**src/rtl/vga_write_buffer.sv**
```systemverilog
// Circular write buffer between the processor's VGA store path and the
// framebuffer write port, which is only available while the scanner is blanking.
module vga_write_buffer #(
  parameter int DEPTH   = 8,
  parameter int ADDR_W  = 19,
  parameter int DATA_W  = 8,
  parameter int NUM_PIX = 307200
) (
  input  logic                     clk,
  input  logic                     rst_n,
  input  logic                     wr_en,
  input  logic [ADDR_W-1:0]        wr_addr,
  input  logic [DATA_W-1:0]        wr_data,
  output logic                     stall,
  input  logic                     fb_grant,
  output logic                     fb_we,
  output logic [ADDR_W-1:0]        fb_addr,
  output logic [DATA_W-1:0]        fb_data,
  output logic [$clog2(DEPTH):0]   pending,
  output logic                     overflow,
  output logic                     oob
);

  localparam int PTR_W = $clog2(DEPTH);
  localparam int CNT_W = PTR_W + 1;
  localparam logic [CNT_W-1:0]  CNT_FULL  = CNT_W'(DEPTH);
  localparam logic [PTR_W-1:0]  PTR_LAST  = PTR_W'(DEPTH - 1);
  localparam logic [ADDR_W:0]   PIX_LIMIT = (ADDR_W + 1)'(NUM_PIX);

  logic [ADDR_W-1:0] mem_addr [DEPTH];
  logic [DATA_W-1:0] mem_data [DEPTH];

  logic [PTR_W-1:0] wr_ptr;
  logic [PTR_W-1:0] rd_ptr;
  logic [CNT_W-1:0] count;

  logic in_range;
  logic full;
  logic empty;
  logic push;
  logic pop;

  assign in_range = ({1'b0, wr_addr} < PIX_LIMIT);
  assign full     = (count == CNT_FULL);
  assign empty    = (count == '0);
  // Full/empty come from the registered count, so a same-edge pop cannot make room for a push.
  assign push     = wr_en && in_range && !full;
  assign pop      = fb_grant && !empty;

  assign stall   = full;
  assign pending = count;

  always_ff @(posedge clk) begin
    if (push) begin
      mem_addr[wr_ptr] <= wr_addr;
      mem_data[wr_ptr] <= wr_data;
    end
  end

  always_ff @(posedge clk or negedge rst_n) begin
    if (!rst_n) begin
      wr_ptr <= '0;
      rd_ptr <= '0;
      count  <= '0;
    end else begin
      if (push) wr_ptr <= (wr_ptr == PTR_LAST) ? '0 : wr_ptr + 1'b1;
      if (pop)  rd_ptr <= (rd_ptr == PTR_LAST) ? '0 : rd_ptr + 1'b1;
      case ({push, pop})
        2'b10:   count <= count + 1'b1;
        2'b01:   count <= count - 1'b1;
        default: count <= count;
      endcase
    end
  end

  always_ff @(posedge clk or negedge rst_n) begin
    if (!rst_n) begin
      fb_we   <= 1'b0;
      fb_addr <= '0;
      fb_data <= '0;
    end else begin
      fb_we <= pop;
      if (pop) begin
        fb_addr <= mem_addr[rd_ptr];
        fb_data <= mem_data[rd_ptr];
      end
    end
  end

  always_ff @(posedge clk or negedge rst_n) begin
    if (!rst_n) begin
      overflow <= 1'b0;
      oob      <= 1'b0;
    end else begin
      if (wr_en && !in_range)      oob      <= 1'b1;
      if (wr_en && in_range && full) overflow <= 1'b1;
    end
  end

endmodule

```
**config.mk**
```make
export PLATFORM = sky130hd
export DESIGN_NAME = vga_write_buffer
export DESIGN_NICKNAME = d
export VERILOG_FILES = /design/src/rtl/vga_write_buffer.sv
export SDC_FILE = /design/constraint.sdc
export NUM_CORES = 1
export LEC_CHECK = 0
export ABC_AREA = 1
export BUFFER_PORTS_ARGS = -buffer_cell sky130_fd_sc_hd__buf_2
export CORE_AREA = 5 5 145 147
export DETAILED_ROUTE_END_ITERATION = 6
export DIE_AREA = 0 0 150 152
export MAX_ROUTING_LAYER = met4
export PLACE_DENSITY = 0.72
export SYNTH_ARGS = -nofsm -noshare
export SYNTH_HDL_FRONTEND = slang
export SYNTH_SLANG_ARGS = --single-unit
```
**constraint.sdc**
```tcl
create_clock -name clk -period 3.6 [get_ports clk]
set_input_delay 0.72 -clock clk [delete_from_list [all_inputs] [get_ports clk]]
set_output_delay 0.72 -clock clk [all_outputs]
set_load 0.02 [all_outputs]
```
# Yosys cells after proc, flatten, opt, wreduce, memory -nomap -nowiden

Memory sizes are Yosys's and may differ from the RTL's. A register that Yosys moved wholly into a read port is not among the register bits.
Cells that the tools add are included.

$add $sub $neg: 4
Eq/ne operators: 5
Reductions and logical operators: 12
Muxes and demuxes: 5
Div/mod/pow operators: 0
Bitwise logic cells: 0
Shift-type cells: 0
$mul: 0
Magnitude comparators: 1

Operators with widths:

| operator               | number |
|---|---|
| $lt A19 B19 Y1 const B | 1 |
| $pmux W4 S2            | 1 |
| $add A3 B1 Y3 const B  | 2 |
| $eq A3 B3 Y1 const B   | 2 |
| $mux W3                | 2 |
| $logic_and A1 B1 Y1    | 5 |
| $logic_not A1 Y1       | 5 |
| $add A4 B1 Y4 const B  | 1 |
| $eq A4 B4 Y1 const B   | 1 |
| $logic_not A4 Y1       | 1 |
| $sub A4 B1 Y4 const B  | 1 |
| $eq A2 B1 Y1 const B   | 1 |
| $eq A2 B2 Y1 const B   | 1 |
| $mux W1                | 2 |
| $reduce_bool A2 Y1     | 1 |

ROM bits: 0
Memories: 2
Bits in writable memories: 216
Latch bits: 0
Output and inout port bits: 35
Register bits after elaboration: 13

Memories:

| memory   | depth | width | read ports | clocked after memory_dff | wr ports | RTL line | source |
|---|---|---|---|---|---|---|---|
| mem_addr | 8     | 19    | 1          | 1                        | 1        | 30       | `logic [ADDR_W-1:0] mem_addr [DEPTH];` |
| mem_data | 8     | 8     | 1          | 1                        | 1        | 31       | `logic [DATA_W-1:0] mem_data [DEPTH];` |

# Depth between registers and ports, before layout

Gate-level depths: netlist of run 1.

Depth in word-level cells: 5
Mapped depth: 14
Gate-level depth less buffers: 13

# Worst setup path before layout of run 1

Ideal clock, no wire load.

Path type: input to register
Start: input wr_addr[17]
End: memory mem_addr[6][0], enable pin
Stages on the path: 4
Data arrival time: 3,191 ps
Setup slack: -36 ps
Library setup time: 445 ps
Required time: 3,155 ps
Path buffers: 1
Cells stage by stage: o21ai_0 -> nand4_2 -> buf_2 -> nor3_1

Cells in the longest elaborated chain, start to end: 5

Ends and longest elaborated chain:

| what                              | RTL line | source |
|---|---|---|
| from (decl)                       | 12       | `input logic [ADDR_W-1:0] wr_addr,` |
| $lt A19 B19 Y1                    | 43       | `assign in_range = ({1'b0, wr_addr} < PIX_LIMIT);` |
| $logic_and A1 B1 Y1 (2 in series) | 47       | `assign push = wr_en && in_range && !full;` |
| $mux W1                           | 54       | `if (push) begin` |
| $mux W1 (not written as such)     | 55       | `mem_addr[wr_ptr] <= wr_addr;` |
| to (decl)                         | 30       |  |

No other way between the ends.

# Worst setup path after layout of run 1

Start: register count[2] (netlist: pending[2])
End: register count[2] (netlist: pending[2])

Cells in the longest elaborated chain, start to end: 5

Ends and longest elaborated chain:

| what                                                     | RTL line | source |
|---|---|---|
| from (decl)                                              | 35       | `logic [CNT_W-1:0] count;` |
| from (signal assigned)                                   | 69       | `2'b10: count <= count + 1'b1;` |
| from (signal assigned)                                   | 70       | `2'b01: count <= count - 1'b1;` |
| from (signal assigned)                                   | 71       | `default: count <= count;` |
| $eq A4 B4 Y1 / $logic_not A4 Y1 (equally long branches)  | 44, 45   |  |
| $logic_not A1 Y1 (on tied branches)                      | 47, 48   |  |
| $logic_and A1 B1 Y1 (on tied branches)                   | 47, 48   |  |
| $eq A2 B1 Y1 / $eq A2 B2 Y1 (equally long branches)      | 68       | `case ({push, pop})` |
| $pmux W4 S2 / $reduce_bool A2 Y1 (equally long branches) | n/a      |  |

Several ways; a longest one is shown, not always the timed one.
A chain may end at the register's enable or synchronous reset.

==> impl_results.md, run 1 <==
* Maxcap violations at 0
* Final Net Count at between 900 and 1000
* Hold WS at 397.2 ps
* I/O Buffers at 65
* Distinct cell type count after synthesis at 29
* Dpl cells at 1163
* WL/cell at 17.98 µm
* Filler instances at 1621
* Mapped Cells at about 850
* Initial antenna violation count at 0
* # resized after CTS at 0
* Post-synth ARST share at 0.1563
* Total track usage at 0.1993
* Drt pass-1 iters at 5
* Die Span X at 150 µm
* P&R area growth vs syn at 13.56%
* Setup crit end kind: flop
* # DRC at 0
* Final setup TNS at 0 ps
* RSZ-0062 raised after global routing: false
* Slew Viols, Final at 0
* Via density at about 5.4
* Number of synthesis warnings at 0
* Root Driver: clkbuf_16
* Num CTS Buffers at 25
* Die Height at around 150 µm
* Antenna Cells at 0
* Maximum clock insertion buffer count at 3
* Critical Path RT at about 4000 ps
* Placer Congestion at 0.7722
* Post-synth EDFFs at around 220
* Startpoint Class: flop
* Crit path DAT at 2880 ps
* Initial core utilization at 0.5256
* Largest net degree at the start of global routing at 85
* Peak supply drop at around 420 µV
* Fin util at 0.5969
* Post-detail-place hpwl at 12400 µm
* Pre-CTS setup slack at 620.6 ps
* Core Box Area at just under 20000 µm²
* #FFs+latches synth at 256
* Power Density at 803.8 nW/µm²
* Ys flop type: edfxtp_1
* Syn_nets at 890
* Detailed Route WL at 21730 µm
* Clock Skew at around 9.1 ps
* Congestion Overflow GR at 0
* Number of global-route vias before repair at 6505
* First-pass GRT wire length at 35000 µm
* Worst-Skew Late Latency at 510 ps
* Crit Path Class: reg2reg
* Min Tclk post-route at approximately 2500 ps
* Max-slew headroom at 0.3060
* Layout cell share with drive strength beyond 1 at 0.1748
* Die area at 22800 µm²
* Hold-fix buffers, CTS at 0
* First DRT Iteration DRCs at 459
* Via count at ~6500
* Detail Route Antenna Nets at 0
* Hold crit path type: in2async
* Final worst path period share at 0.6809
* Post-route insts no fill at 1208
* Sink Count at 256
* Leak pwr at around 4.5 nW
* Final Hold Fails at 0
* Status: completed
* Most frequent cells in the layout: edfxtp_1 (216), nor2_1 (168), nand2_1 (109)
* Worst-path fanout max at 16
* Max Fclk at 0.4080 GHz
* # setup viols final at 0
* Post-synthesis sequential area ratio at 0.7202
* Commonest non-fill, non-tap cell in the layout: edfxtp_1
* Mean Syn Cell Area at approximately 12 µm²
* Clock Pin Slew Worst Setup and Hold Paths at 60 ps
* Post-CTS Setup Bufs at 0
* Worst-Margin Slew at 1041 ps
* CTS tree: yes
* Final WS setup at 1149 ps
* I/O pins at 66
* Clock H-tree levels at 1
* Num rows at 52
* Netlist Area Pre-Place at ~10000 µm²
* Worst R2R Setup Slack at 1150 ps
==> per-stage QoR <==
stage               total power, mW  cell area (µm²)
finish                        9.490            11810
global route                  10.09            11810
CTS                           9.587            11810
detailed placement            6.953            10980
global placement              6.873            10980
floorplan                     6.155            10400
==> power breakdown <==
part / switching, mW / internal, mW
registers: 0.222 / 3.66
clock network: 1.03 / 1.58
logic: 2.06 / 0.927
total: 3.32 / 6.17
==> metal layers <==
layer  vias up  share of wire  GRT usage
li1       3112              -          -
met1      3174           0.41     0.2607
met2       185           0.51     0.3277
met3        39          0.057    0.02889
met4         0          0.021    0.05708
met5         -              0          -
==> kinds of logic (layout without fill, tap and decap cells) <==
family                     after synthesis  count (layout)  share of synthesized area
adders and majority gates                7               7                   0.008424
and+or+nand+nor                        375             375                     0.1488
buffers and inverters                   91             177                    0.04429
xor gates and xnor gates                 3               3                   0.002528
AOI/OAI and AO/OA                      120             120                    0.07582
DFF                                    256             256                     0.7202
==> path summary, 6_finish.rpt <==
kind | end | depth (start not counted) | from
worst max-delay path | pending[2]$_DFFE_PN0P_ | 11 | pending[2]$_DFFE_PN0P_
worst min-delay path | fb_data[4]$_DFFE_PN0P_ | 1 | rst_n
worst max register to register | pending[2]$_DFFE_PN0P_ | 11 | pending[2]$_DFFE_PN0P_
worst min register to register | fb_addr[3]$_DFFE_PN0P_ | 2 | fb_addr[3]$_DFFE_PN0P_
max in group asynchronous | rd_ptr[0]$_DFFE_PN0P_ | 1 | rst_n
min in group clk | fb_addr[3]$_DFFE_PN0P_ | 2 | fb_addr[3]$_DFFE_PN0P_
==> flip-flops by register name, indices dropped and copies added, names as in the netlist <==
| signal | cells |
|---|---|
| fb_data | 8 |
| mem_addr | 152 |
| pending | 4 |
| overflow | 1 |
| rd_ptr | 3 |
| wr_ptr | 3 |
| fb_addr | 19 |
| fb_we | 1 |
| oob | 1 |
| mem_data | 64 |
==> cell type report <==
class,count,area (µm²),share of cell area
Sequential cell,256,7491,0.6345
Clock buffer,32,661.9,0.05606
Clock inverter,13,168.9,0.01431
Inverter,46,175.2,0.01484
Timing Repair Buffer,86,483.0,0.04091
Multi-Input combinational cell,505,2489,0.2108
Tap cell,270,337.8,0.02861
==> synth_stat cells, types with 5 or more instances <==
library cell / instances / area share
buf_2: 15 / 0.0072
buf_4: 13 / 0.0094
buf_6: 5 / 0.0054
clkbuf_1: 7 / 0.0025
dfrtp_1: 40 / 0.096
edfxtp_1: 216 / 0.62
ha_1: 7 / 0.0084
inv_1: 42 / 0.015
nand2_1: 109 / 0.039
nand3_1: 85 / 0.041
nor2_1: 168 / 0.061
nor3_1: 8 / 0.0039
o211ai_2: 23 / 0.028
o21ai_0: 86 / 0.041
==> critical path, cell delays in order, from the launching register on <==
cell and delay, ps:
dfrtp_1 440, inv_1 90, nand3_2 120, nand4_2 470, ha_1 460, nand2_1 80, inv_1 40, nor2_1 140
ha_1 180, a21oi_1 50, xor2_1 160, o21ai_0 130
Note: power is estimated with default switching activity, not from simulation.
==> run 2: changes to the inputs <==
Settings changed: PLACE_DENSITY 0.72 to 0.74.
Clock period 3.6 ns to 2 ns, I/O delays scaled along.
==> run 2 against run 1 <==
- global-route usage fell by 0.33 points
- critical path depth decreased by 6
- sequential power rose by 80%
- final area increased by 2.6%
- largest cell class unchanged
==> impl_results.md, run 2 (synthesis results as in run 1) <==
* CP max-delay cell: dfrtp_2 (was nand4_2)
* I/O Buffers at 65 (unchanged)
* Top Registers: mem_addr: 152 flops, mem_data: 64 flops, fb_addr: 19 flops (unchanged)
* Clock Skew at 13.60 ps (was 9.146 ps)
* Largest register FFs at 152 (unchanged)
* Final worst path period share at 0.9593
* # setup viols final at 0 (unchanged)
* CP max stage delay at 440 ps (was 470 ps)
* Max-slew headroom at 0.5903 (was 0.3060)
* I/O pins at 66 (unchanged)
* Critical Path RT at 1600 ps (was 4030 ps)
* Peak supply drop at 830.5 µV (was 416.7 µV)
* Largest Register: mem_addr (unchanged)
* Detailed Route WL at 21430 µm (was 21730 µm)
* Critical Path End: stall (was pending[2]$_DFFE_PN0P_)
* Die Span X at 150 µm (unchanged)
* Final setup TNS at 0 ps (unchanged)
* Worst r2r src: pending[0]$_DFFE_PN0P_ (was pending[2]$_DFFE_PN0P_)
* Buf/Inv on CP at 3 (was 2)
* Detail Route Antenna Nets at 0 (unchanged)
* Via density at 5.336 (was 5.389)
* Placer Congestion at 0.7806 (was 0.7722)
* Slew Viols, Final at 0 (unchanged)
* Pre-CTS setup slack at -51.70 ps (was 620.6 ps)
* Total track usage at 0.1959 (was 0.1993)
* Layout cell share with drive strength beyond 1 at 0.1893 (was 0.1748)
* CP dominant cell by count: buf_4
* Final WS setup at 81.37 ps (was 1149 ps)
* Number of global-route vias before repair at 6593 (was 6505)
* Status: completed (unchanged)
* First DRT Iteration DRCs at 451 (was 459)
* Leak pwr at 4.615 nW (was 4.503 nW)
* Final Hold Fails at 0 (unchanged)
* CP Depth at 5 (was 11)
* WL/cell at 17.48 µm (was 17.98 µm)
* Initial core utilization at 0.5256 (unchanged)
* First-pass GRT wire length at 34850 µm (was 35000 µm)
* Worst-path fanout max at 4 (was 16)
* Startpoint Class: flop (unchanged)
* Worst-Margin Slew at 614.6 ps (was 1041 ps)
* Max Fclk at 0.5212 GHz
* Clock H-tree levels at 1 (unchanged)
* Final instance area at 12110 µm² (was 11810 µm²)
* Sink Count at 256 (unchanged)
* Num rows at 52 (unchanged)
* Post-detail-place hpwl at 12520 µm (was 12400 µm)
* Clock Pin Slew Worst Setup and Hold Paths at 60 ps (about the same)
* Min Tclk post-route at around 1900 ps
* Hold crit path type: in2reg (was in2async)
* Root Driver: clkbuf_16 (unchanged)
* Die area at 22800 µm² (unchanged)
* Maximum clock insertion buffer count at 3 (unchanged)
* Congestion Overflow GR at 0 (unchanged)
* Critical R2R Capture: pending[2]$_DFFE_PN0P_ (unchanged)
* Worst-Skew Late Latency at 510 ps (about the same)
* Crit path DAT at 1520 ps (was 2880 ps)
* Delay-heaviest family, CP: flip-flops (was simple AND/OR/NAND/NOR gates)
* Core Box Area at 19780 µm² (unchanged)
* Setup crit end kind: output port (was flop)
* Most frequent cells in the layout: edfxtp_1 (216), nor2_1 (168), nand2_1 (109) (unchanged)
* Setup crit start: pending[0]$_DFFE_PN0P_ (was pending[2]$_DFFE_PN0P_)
* R2R depth at 11 (unchanged)
* Worst R2R Setup Slack at 170 ps (was 1150 ps)
* Antenna Cells at 0 (unchanged)
* Maxcap violations at 0 (unchanged)
* CTS tree: yes (unchanged)
* P&R area growth vs syn at 16.49% (was 13.56%)
* Via count at 6542 (was 6510)
* Initial antenna violation count at 0 (unchanged)
* Num CTS Buffers at 25 (unchanged)
* Final Net Count at 976 (was 958)
* Crit Path Class: reg2out (was reg2reg)
* Power Density at 1402 nW/µm² (was 803.8 nW/µm²)
* Area after DPL at 11340 µm² (was 10980 µm²)
* # DRC at 0 (unchanged)
* Drt pass-1 iters at 5 (unchanged)
* Die Height at 152 µm (unchanged)
* Worst path cell trace: nor2_4 > nand3_4 > buf_4 > inv_1 > buf_4 (was inv_1 > nand3_2 > nand4_2 > ha_1 > nand2_1 > inv_1 > nor2_1 > ha_1 > a21oi_1 > xor2_1 > o21ai_0)
* Largest net degree at the start of global routing at 59 (was 85)
* Commonest non-fill, non-tap cell in the layout: edfxtp_1 (unchanged)
run 2: how the worst min path moves through the flow:
stage | start | endpoint | slack (ps) | depth (start not counted)
CTS | wr_data[2] | mem_data[5][2]$_DFFE_PP_ | 150 | 1
finish | wr_en | oob$_DFFE_PN0P_ | 170 | 3
floorplan | rst_n | fb_addr[0]$_DFFE_PN0P_ | 100 | 0
global route | wr_data[0] | mem_data[7][0]$_DFFE_PP_ | 160 | 1
global placement | rst_n | fb_data[5]$_DFFE_PN0P_ | 430 | 1
detailed placement | rst_n | fb_data[5]$_DFFE_PN0P_ | 450 | 1
run 2: layout make-up:
class                   instances  area (µm²)
fillers                      1526        7669
flip-flops and latches        256        7497
multi-input cells             505        2566
repair buffers                104       810.8
clock buffers                  34       669.4
well taps                     270       337.8
inverters                      46       175.2
clock inverters                11       53.80
run 2: report_power, final:
part           internal (mW)  switching [mW]
Clock                   2.34            1.85
Sequential              6.60           0.372
Combinational           1.95            3.87
Total                   10.9            6.09
run 2: tightest hold or removal path, stage by stage:
cell	delay [ps]
buf_2	130
inv_1	50
o21bai_1	60
run 2: what timing repair did:
action,in CTS,in global routing
resized for setup,1,3
endpoints found under the hold margin,21,0
hold buffers,1,0
pin swaps,0,1
setup buffers,0,3
endpoints found under the setup margin,1,2
run 2: metal layers:
layer	up-vias	GRT usage	share of wire
met5	-	-	0
li1	3142	-	-
met4	0	0.05272	0.018
met3	32	0.02502	0.056
met1	3160	0.2584	0.41
met2	208	0.3242	0.51
run 2: per-stage QoR:
step           cells  hold slack, ps  total power [mW]  utilization
6_report        1226           169.9             16.98       0.6123
5_1_grt         1226           164.6             18.00       0.6123
4_1_cts         1223           152.2             17.04       0.6105
3_5_place_dp    1177           454.9             12.83       0.5732
3_3_place_gp    1177           432.6             12.68       0.5732
2_1_floorplan    852           104.4             11.20            -
==> run 3: changes to the inputs <==
Settings changed: CORE_AREA 5 5 145 147 to 5 5 158 160, CTS_BUF_LIST from default to sky130_fd_sc_hd__clkbuf_16, DIE_AREA 0 0 150 152 to 0 0 163 165, PLACE_DENSITY 0.74 to 0.64, REMOVE_ABC_BUFFERS from default to 1.
==> run 3 against run 2 <==
- critical path depth rose by 6
- clock skew down 8.3 ps
- sequential power is essentially flat
- largest power group unchanged
==> impl_results.md, run 3 (synthesis results as in run 1) <==
* CTS tree: yes (unchanged)
* Num CTS Buffers at 26 (was 25)
* Commonest non-fill, non-tap cell in the layout: edfxtp_1 (unchanged)
* Worst-path fanout max at 6 (was 4)
* GR Util met1 at 0.2463 (was 0.2584)
* Worst r2r src: pending[2]$_DFFE_PN0P_ (was pending[0]$_DFFE_PN0P_)
* Max Fclk at 0.5465 GHz (was 0.5212 GHz)
* RSZ-0062 raised after global routing: false
* Setup crit end kind: flop (was output port)
* Worst path cell trace: inv_1 > nand3_2 > nand4_2 > ha_2 > nand2_1 > inv_1 > nor2_1 > ha_1 > a21oi_2 > xor2_1 > o21ai_0 (was nor2_4 > nand3_4 > buf_4 > inv_1 > buf_4)
* Worst-Margin Slew at 567.9 ps (was 614.6 ps)
* Post-detail-place hpwl at 13090 µm (was 12520 µm)
* Maxcap violations at 0 (unchanged)
* Maximum clock insertion buffer count at 3 (unchanged)
* GR Layer Usage met2 at 0.2728 (was 0.3242)
* Clock Skew at 5.345 ps (was 13.60 ps)
* Placer Congestion at 0.7708 (was 0.7806)
* Sink Count at 256 (unchanged)
* Setup crit start: pending[2]$_DFFE_PN0P_ (was pending[0]$_DFFE_PN0P_)
* Critical Path RT at 2390 ps (was 1600 ps)
* # DRC at 0 (unchanged)
* Die Height at 165 µm (was 152 µm)
* I/O Buffers at 65 (unchanged)
* Final worst path period share at 0.9149 (was 0.9593)
* Fin util at 0.5226 (was 0.6123)
* Final Hold Fails at 0 (unchanged)
* Most frequent cells in the layout: edfxtp_1 (216), nor2_1 (168), nand2_1 (109) (unchanged)
* Grt peak-use layer: met2 (unchanged)
* CP max stage delay at 440 ps (about the same)
* Met3 usage at 0.02371 (was 0.02502)
* Congestion Overflow GR at 0 (unchanged)
* Via count at 6446 (was 6542)
* Number of global-route vias before repair at 6364 (was 6593)
* Area of the multi-input gates at 2500 µm² (was 2566 µm²)
* Worst R2R Setup Slack at 170 ps (about the same)
* Initial antenna violation count at 0 (unchanged)
* Num rows at 56 (was 52)
* First DRT Iteration DRCs at 457 (was 451)
* Detail Route Antenna Nets at 0 (unchanged)
* Largest Register: mem_addr (unchanged)
* WL/cell at 17.51 µm (was 17.48 µm)
* Largest register FFs at 152 (unchanged)
* Min Tclk post-route at 1830 ps (was 1919 ps)
* Dpl cells at 1230 (was 1177)
* Leak pwr at 4.664 nW (was 4.615 nW)
* Peak supply drop at 816.2 µV (was 830.5 µV)
* Crit path DAT at 2220 ps (was 1520 ps)
* Initial core utilization at 0.4469 (was 0.5256)
* Core Box Area at 23260 µm² (was 19780 µm²)
* Slew Viols, Final at 0 (unchanged)
* Largest net degree at the start of global routing at 69 (was 59)
* Layout cell share with drive strength beyond 1 at 0.1894 (was 0.1893)
* Final Net Count at 979 (was 976)
* Die area at 26900 µm² (was 22800 µm²)
* Root Driver: clkbuf_16 (unchanged)
* Detailed Route WL at 22410 µm (was 21430 µm)
* Via density at 5.036 (was 5.336)
* Power Density at 1427 nW/µm² (was 1402 nW/µm²)
* Drt pass-1 iters at 5 (unchanged)
* Top Registers: mem_addr: 152 flops, mem_data: 64 flops, fb_addr: 19 flops (unchanged)
* Worst-Skew Late Latency at 520 ps (was 510 ps)
* Status: completed (unchanged)
* Die Span X at 163 µm (was 150 µm)
* Clock Pin Slew Worst Setup and Hold Paths at 60 ps (about the same)
* Critical hold path startpoint: wr_addr[9] (was wr_en)
* Crit Path Class: reg2reg (was reg2out)
* FF/Latch Area at 7493 µm² (was 7497 µm²)
* Hold WS at 151.2 ps (was 169.9 ps)
* P&R area growth vs syn at 16.93% (was 16.49%)
* Hold crit path type: in2reg (unchanged)
* # setup viols final at 0 (unchanged)
* CP max-delay cell: dfrtp_2 (unchanged)
* Post-route insts no fill at 1280 (was 1226)
* Total track usage at 0.1742 (was 0.1959)
* Startpoint Class: flop (unchanged)
* First-pass GRT wire length at 35730 µm (was 34850 µm)
* I/O pins at 66 (unchanged)
* Max-slew headroom at 0.6214 (was 0.5903)
* Antenna Cells at 0 (unchanged)
* CP dominant cell by count: inv_1 (was buf_4)
* Clock H-tree levels at 1 (unchanged)
* Filler instances at 1983 (was 1526)
[run 3: repair_timing]
action                                  CTS  global route
hold endpoints to repair                 11             0
hold buffers                              1             0
gates resized for setup                   0             5
setup buffers                             0             1
endpoints found under the setup margin    0             1
[run 3: layer usage]
layer | routed length (µm) | share of wire
met2 | 10680 | 0.48
met5 | 0 | 0
met3 | 991 | 0.044
met1 | 10470 | 0.47
met4 | 273 | 0.012
[run 3: area by class of cell]
| class | count | area share |
|---|---|---|
| sequential | 256 | 0.6164 |
| timing repair buffer | 106 | 0.06361 |
| multi-input combinational | 505 | 0.2056 |
| clock buffer | 27 | 0.05558 |
| clock inverter | 21 | 0.01153 |
| tap | 319 | 0.03283 |
| inverter | 46 | 0.01441 |
[run 3: where the power goes]
part           internal (mW)  switching (mW)  total, mW
sequential              6.59           0.352       6.95
clock                   2.68            1.91       4.59
combinational           1.97            3.85       5.82
total                   11.2            6.11       17.4
[run 3: path summary, 6_finish.rpt]
kind | end | cells after the start
setup reg to reg | pending[2]$_DFFE_PN0P_ | 11
max in group asynchronous | fb_addr[6]$_DFFE_PN0P_ | 3
setup / recovery | pending[2]$_DFFE_PN0P_ | 11
hold reg to reg | fb_data[0]$_DFFE_PN0P_ | 2
hold / removal | mem_addr[3][9]$_DFFE_PP_ | 1
min in group asynchronous | pending[1]$_DFFE_PN0P_ | 2
[run 3: per-stage QoR]
step / setup WS, ps / power, mW / area, µm² / setup TNS [ps]
floorplan: -2413 / 10.51 / 10110 / -365460
global placement: 32.38 / 12.79 / 11310 / 0
detailed placement: -58.06 / 12.88 / 11310 / -58.06
CTS: 54.56 / 17.50 / 12140 / 0
global route: 0.7496 / 18.48 / 12160 / 0
finish: 170.1 / 17.35 / 12160 / 0
[run 3: worst max-delay path: cells and delay by family (launching register included)]
kind	cells	cell delay, ps
AOI/OAI and AO/OA	2	230
xor gates and xnor gates	1	160
adders and majority gates	2	390
buffers and inverters	2	160
DFF	1	440
and+or+nand+nor	4	340
